File: config.mk
export PLATFORM = sky130hd
export DESIGN_NAME = fetch_unit_rv32i
export DESIGN_NICKNAME = d
export VERILOG_FILES = /design/src/rtl/fetch_unit_rv32i.sv
export SDC_FILE = /design/constraint.sdc
export NUM_CORES = 1
export LEC_CHECK = 0
export CORE_MARGIN = 3
export CORE_UTILIZATION = 42
export DETAILED_ROUTE_END_ITERATION = 7
export HOLD_SLACK_MARGIN = 0.08
export PLACE_DENSITY = 0.76
export SYNTH_ARGS = -nofsm -noshare
export SYNTH_HDL_FRONTEND = slang
export SYNTH_SLANG_ARGS = --single-unit
File: constraint.sdc
create_clock -name clock -period 6.1 [get_ports clock]
set_input_delay 1.22 -clock clock [delete_from_list [all_inputs] [get_ports clock]]
set_output_delay 1.22 -clock clock [all_outputs]
set_load 0.005 [all_outputs]
File: src/rtl/fetch_unit_rv32i.sv
`timescale 1ns/1ps
`default_nettype none
// +--------------------------------------------------------------------------+
// | fetch_unit_rv32i                                                         |
// | RV32I fetch stage: owns PC, pairs synchronous-ROM data with its address, |
// | buffers pairs toward decode with credit-based issue and redirect squash. |
// | Optional: define FETCH_PERF_EN for fetch/squash performance counters.    |
// | Revision: 1.0                                                            |
// +--------------------------------------------------------------------------+
module fetch_unit_rv32i #(
  parameter logic [31:0] RESET_VECTOR = 32'h0000_0000,
  parameter int          BUF_DEPTH    = 2
) (
  input  logic        clock,
  input  logic        reset_n,
  output logic [31:0] PC,
  input  logic [31:0] INSTR,
  input  logic        redirect_valid,
  input  logic [31:0] redirect_pc,
  output logic        out_valid,
  input  logic        out_ready,
  output logic [31:0] out_pc,
  output logic [31:0] out_instr,
  output logic        misalign_err
`ifdef FETCH_PERF_EN
  ,
  output logic [31:0] perf_fetch_cnt,
  output logic [31:0] perf_squash_cnt
`endif
);

  localparam int c_ptr_w = (BUF_DEPTH > 1) ? $clog2(BUF_DEPTH) : 1;
  localparam int c_cnt_w = c_ptr_w + 1;
  localparam logic [c_cnt_w-1:0] c_depth = c_cnt_w'(BUF_DEPTH);

  logic [31:0]        r_pc;
  logic [31:0]        r_tag;
  logic               r_inflight;
  logic               r_misalign;
  logic [c_ptr_w-1:0] r_head;
  logic [c_ptr_w-1:0] r_tail;
  logic [c_cnt_w-1:0] r_count;
  logic [31:0]        r_mem_pc    [BUF_DEPTH];
  logic [31:0]        r_mem_instr [BUF_DEPTH];

  logic               w_pop;
  logic               w_push;
  logic               w_issue;
  logic [c_cnt_w-1:0] w_occ;

  // w_occ is the buffer demand after this cycle's pop; it is also the
  // number of entries a redirect throws away.
  always_comb begin
    w_pop   = (r_count != '0) & out_ready;
    w_push  = r_inflight & ~redirect_valid;
    w_occ   = r_count + c_cnt_w'(r_inflight) - c_cnt_w'(w_pop);
    w_issue = ~redirect_valid & (w_occ < c_depth);
  end

  always_ff @(posedge clock) begin
    if (!reset_n) begin
      r_pc       <= RESET_VECTOR;
      r_tag      <= '0;
      r_inflight <= 1'b0;
      r_misalign <= 1'b0;
      r_head     <= '0;
      r_tail     <= '0;
      r_count    <= '0;
    end else if (redirect_valid) begin
      r_pc       <= {redirect_pc[31:2], 2'b00};
      r_inflight <= 1'b0;
      r_misalign <= |redirect_pc[1:0];
      r_head     <= '0;
      r_tail     <= '0;
      r_count    <= '0;
    end else begin
      r_misalign <= 1'b0;
      if (w_issue) begin
        r_tag      <= r_pc;
        r_inflight <= 1'b1;
        r_pc       <= r_pc + 32'd4;
      end else begin
        r_inflight <= 1'b0;
      end
      if (w_push) r_tail <= r_tail + c_ptr_w'(1);
      if (w_pop)  r_head <= r_head + c_ptr_w'(1);
      r_count <= r_count + c_cnt_w'(w_push) - c_cnt_w'(w_pop);
    end
  end

  // Storage needs no reset: outputs are gated by the occupancy count.
  always_ff @(posedge clock) begin
    if (reset_n && w_push) begin
      r_mem_pc[r_tail]    <= r_tag;
      r_mem_instr[r_tail] <= INSTR;
    end
  end

  assign PC           = r_pc;
  assign out_valid    = (r_count != '0);
  assign out_pc       = out_valid ? r_mem_pc[r_head]    : 32'd0;
  assign out_instr    = out_valid ? r_mem_instr[r_head] : 32'd0;
  assign misalign_err = r_misalign;

`ifdef FETCH_PERF_EN
  logic [31:0] r_fetch_cnt;
  logic [31:0] r_squash_cnt;

  always_ff @(posedge clock) begin
    if (!reset_n) begin
      r_fetch_cnt  <= '0;
      r_squash_cnt <= '0;
    end else begin
      if (w_issue)        r_fetch_cnt  <= r_fetch_cnt + 32'd1;
      if (redirect_valid) r_squash_cnt <= r_squash_cnt + 32'(w_occ);
    end
  end

  assign perf_fetch_cnt  = r_fetch_cnt;
  assign perf_squash_cnt = r_squash_cnt;
`endif

endmodule
`default_nettype wire

==> flow_summary.toml <==
[cells_and_area]
insertedDiodeCount = 0
drive_gt1_frac = 0.06250
final_common_cell = "clkdlybuf4s50_1"
layout_common_cells = "160 x clkdlybuf4s50_1, 124 x edfxtp_1, 78 x nand2_1, 71 x nor2_1, 66 x dfxtp_1"
syn_to_final_growth_pct = 30.95
layout.core_utilization = 0.5644
layout.nets = 874

[setup_path]
crit_path_start_kind = "register"
critPathArrivalTime_ns = 2.47
slowest_stage = "dfxtp_4"
crit_path_max_fanout = 62
path_cells = "mux2i_1 -> nor2_1 -> clkdlybuf4s50_1"
max_stage_delay_ns = 1.06
crit_type = "register to output port"
cp.required_ns = 4.88
critical_path.endpoint_type = "output port"

[grt]
antenna_found_initial = 0
grt_max_degree = 64
overflow = 0
track_usage = 0.1750
grt_first_pass_wirelength_um = 27730
first_global_vias = 5269

[power_and_ir_drop]
total_leakage_power_nw = 3.320
p_per_area_mw_per_mm2 = 268.2
peakVddDrop_mv = 0.1925

[sta]
worst_clock_skew_ns = 0.007188
tightest_slew_ns = 1.104
relSlewSlack = 0.2637
max_freq_ghz = 0.2714
rsz0062_at_grt = "no"
drv_slew = 0
period_needed_ns = 3.685
setup_viol = 0
hold_viol_final = 0
finalCritPeriodShare = 0.6041
tns_ns = 0

[synth]
synth_edf_count = 124
synth_xor_area_frac = 0.02584
yosysSeqAreaShare = 0.6498
async_flop_share = 0
synth_compound_area_frac = 0.1021
synth.area.mux_share = 0.08234
synth-simple-area-share = 0.1077
synth_top_family_by_area = "simple AND/OR/NAND/NOR gates"
synth.avg_cell_area_um2 = 11.88
syn_area_mm2 = 0.007795
ys_ff_latch = 191
synth-adder-area-share = 0.003210
yosysUniqueCellTypes = 43
ys.flop_type = "edfxtp_1"
ys_warn_count = 0
syn_inst = 656

[cts]
clk_pin_slew_worst_paths_ns = 0.06
cts_tree = "done"
cts_resized = 0
cts_sinks = 191
cts.path.max_buffers = 2
h-tree-depth = 4
cts_setup_buffers = 0
insertion_delay_ns = 0.42
root_buffer = "clkbuf_16"
cts_hold_buf = 0
cts_made_buffers = 17

[detailed_routing]
drtPass1Iterations = 4
drt-vias-per-instance = 5.107
drt_iter0_drc = 326
drt_wl_total_um = 17390
num_vias = 5337
wire_per_inst_um = 16.64
drc = 0
ant_nets = 0

[placed_design]
gp_congestion = 0.8595
dp_hpwl_um = 11570
port_buffers = 161

[die]
core_mm2 = 0.01809
die_h_um = 142.2
rows = 49
dieArea_mm2 = 0.02023
die_width_um = 142.2
start_util = 0.4310
ios = 166

[status]
status = "complete, no violations"

[hold_path]
hold_path_class = "register to register"

[run]
maxCapViolations = 0
## synth_stat cells, drive strengths merged, types with 2 or more instances
library cell | count | area, µm²
nor4 | 5 | 31.28
a31oi | 7 | 43.79
xnor2 | 7 | 61.31
dfxtp | 67 | 1341
a21oi | 20 | 100.1
o31a | 2 | 17.52
nand2 | 78 | 292.8
and3 | 3 | 18.77
o211ai | 4 | 30.03
o211a | 2 | 20.02
or4 | 3 | 22.52
xor2 | 16 | 140.1
mux2i | 63 | 630.6
buf | 11 | 60.05
nor2 | 74 | 280.3
and2 | 2 | 12.51
a21boi | 31 | 232.7
clkbuf | 34 | 128.9
nand3 | 13 | 70.07
o31ai | 2 | 15.01
edfxtp | 124 | 3724
o2111ai | 8 | 70.07
or3 | 7 | 43.79
nand4 | 5 | 31.28
ha | 2 | 25.02
o41ai | 3 | 26.28
inv | 8 | 30.03
o21ai | 43 | 215.2
nor2b | 3 | 18.77
## cell type report
| class | count | area (µm²) |
|---|---|---|
| clock buffer | 18 | 429.2 |
| inverter | 9 | 33.78 |
| timing repair buffer | 171 | 1682 |
| multi-input combinational | 414 | 2542 |
| sequential | 191 | 5069 |
| tap | 229 | 286.5 |
| clock inverter | 13 | 165.2 |
| fill | 1518 | 7879 |
## cells by family (layout without fill, tap and decap cells)
group | Yosys count | in the layout
simple gates | 196 | 196
flops | 191 | 191
compound gates | 125 | 125
mux | 64 | 64
buf+inv | 54 | 211
xor+xnor | 23 | 23
fa+ha+maj | 2 | 2
other cells | 1 | 4
## worst max-delay path, delay by kind of cell (launching register included)
family / cells / cell delay, ns
and+or+nand+nor: 1 / 0.15
DFF: 1 / 1.06
muxes: 1 / 0.25
buffers and inverters: 1 / 0.53
## registers in the layout, indices dropped and copies added, names as in the netlist, named ones only
name	flops
r_mem_instr	64
misalign_err	1
PC	30
r_tail	1
r_count	2
r_head	1
r_inflight	1
r_mem_pc	60
r_tag	30
## power by group
group / total [mW] / internal [mW] / switching (mW)
Sequential: 1.44 / 1.41 / 0.0379
Clock: 1.10 / 0.646 / 0.459
Combinational: 0.190 / 0.106 / 0.0837
Total: 2.74 / 2.16 / 0.580
## through the flow
| step | power, mW | hold WS [ns] | cell area, µm² | setup WS (ns) | instances |
|---|---|---|---|---|---|
| floorplan | 1.539 | 0.4254 | 7806 | 1.299 | 659 |
| global placement | 1.657 | 0.4313 | 9613 | 2.131 | 1014 |
| detailed placement | 1.661 | 0.4367 | 9613 | 2.054 | 1014 |
| CTS | 2.764 | 0.4571 | 10210 | 2.343 | 1045 |
| global route | 2.844 | 0.4666 | 10210 | 2.263 | 1045 |
| finish | 2.738 | 0.4561 | 10210 | 2.415 | 1045 |
## path summary, 6_finish.rpt
| kind | start | to | slack, ns | cells past startpoint |
|---|---|---|---|---|
| worst max-delay path | register | out_pc[3] | 2.42 | 3 |
| worst min-delay path | r_tag[14] | r_mem_pc[1][14] | 0.46 | 0 |
| worst max register to register | r_count[1] | r_count[1] | 3.60 | 9 |
| worst min register to register | r_tag[14] | r_mem_pc[1][14] | 0.46 | 0 |
## metal layers
| metal | wire (µm) | track usage | vias to the layer above | share of wire |
|---|---|---|---|---|
| met5 | 0 | 0 | - | 0 |
| met4 | 276 | 0.05202 | 0 | 0.016 |
| met3 | 1270 | 0.04805 | 19 | 0.073 |
| met2 | 8102 | 0.2780 | 184 | 0.47 |
| met1 | 7742 | 0.2363 | 2489 | 0.45 |
| li1 | - | - | 2645 | - |
(Power assumes the default switching activity.)
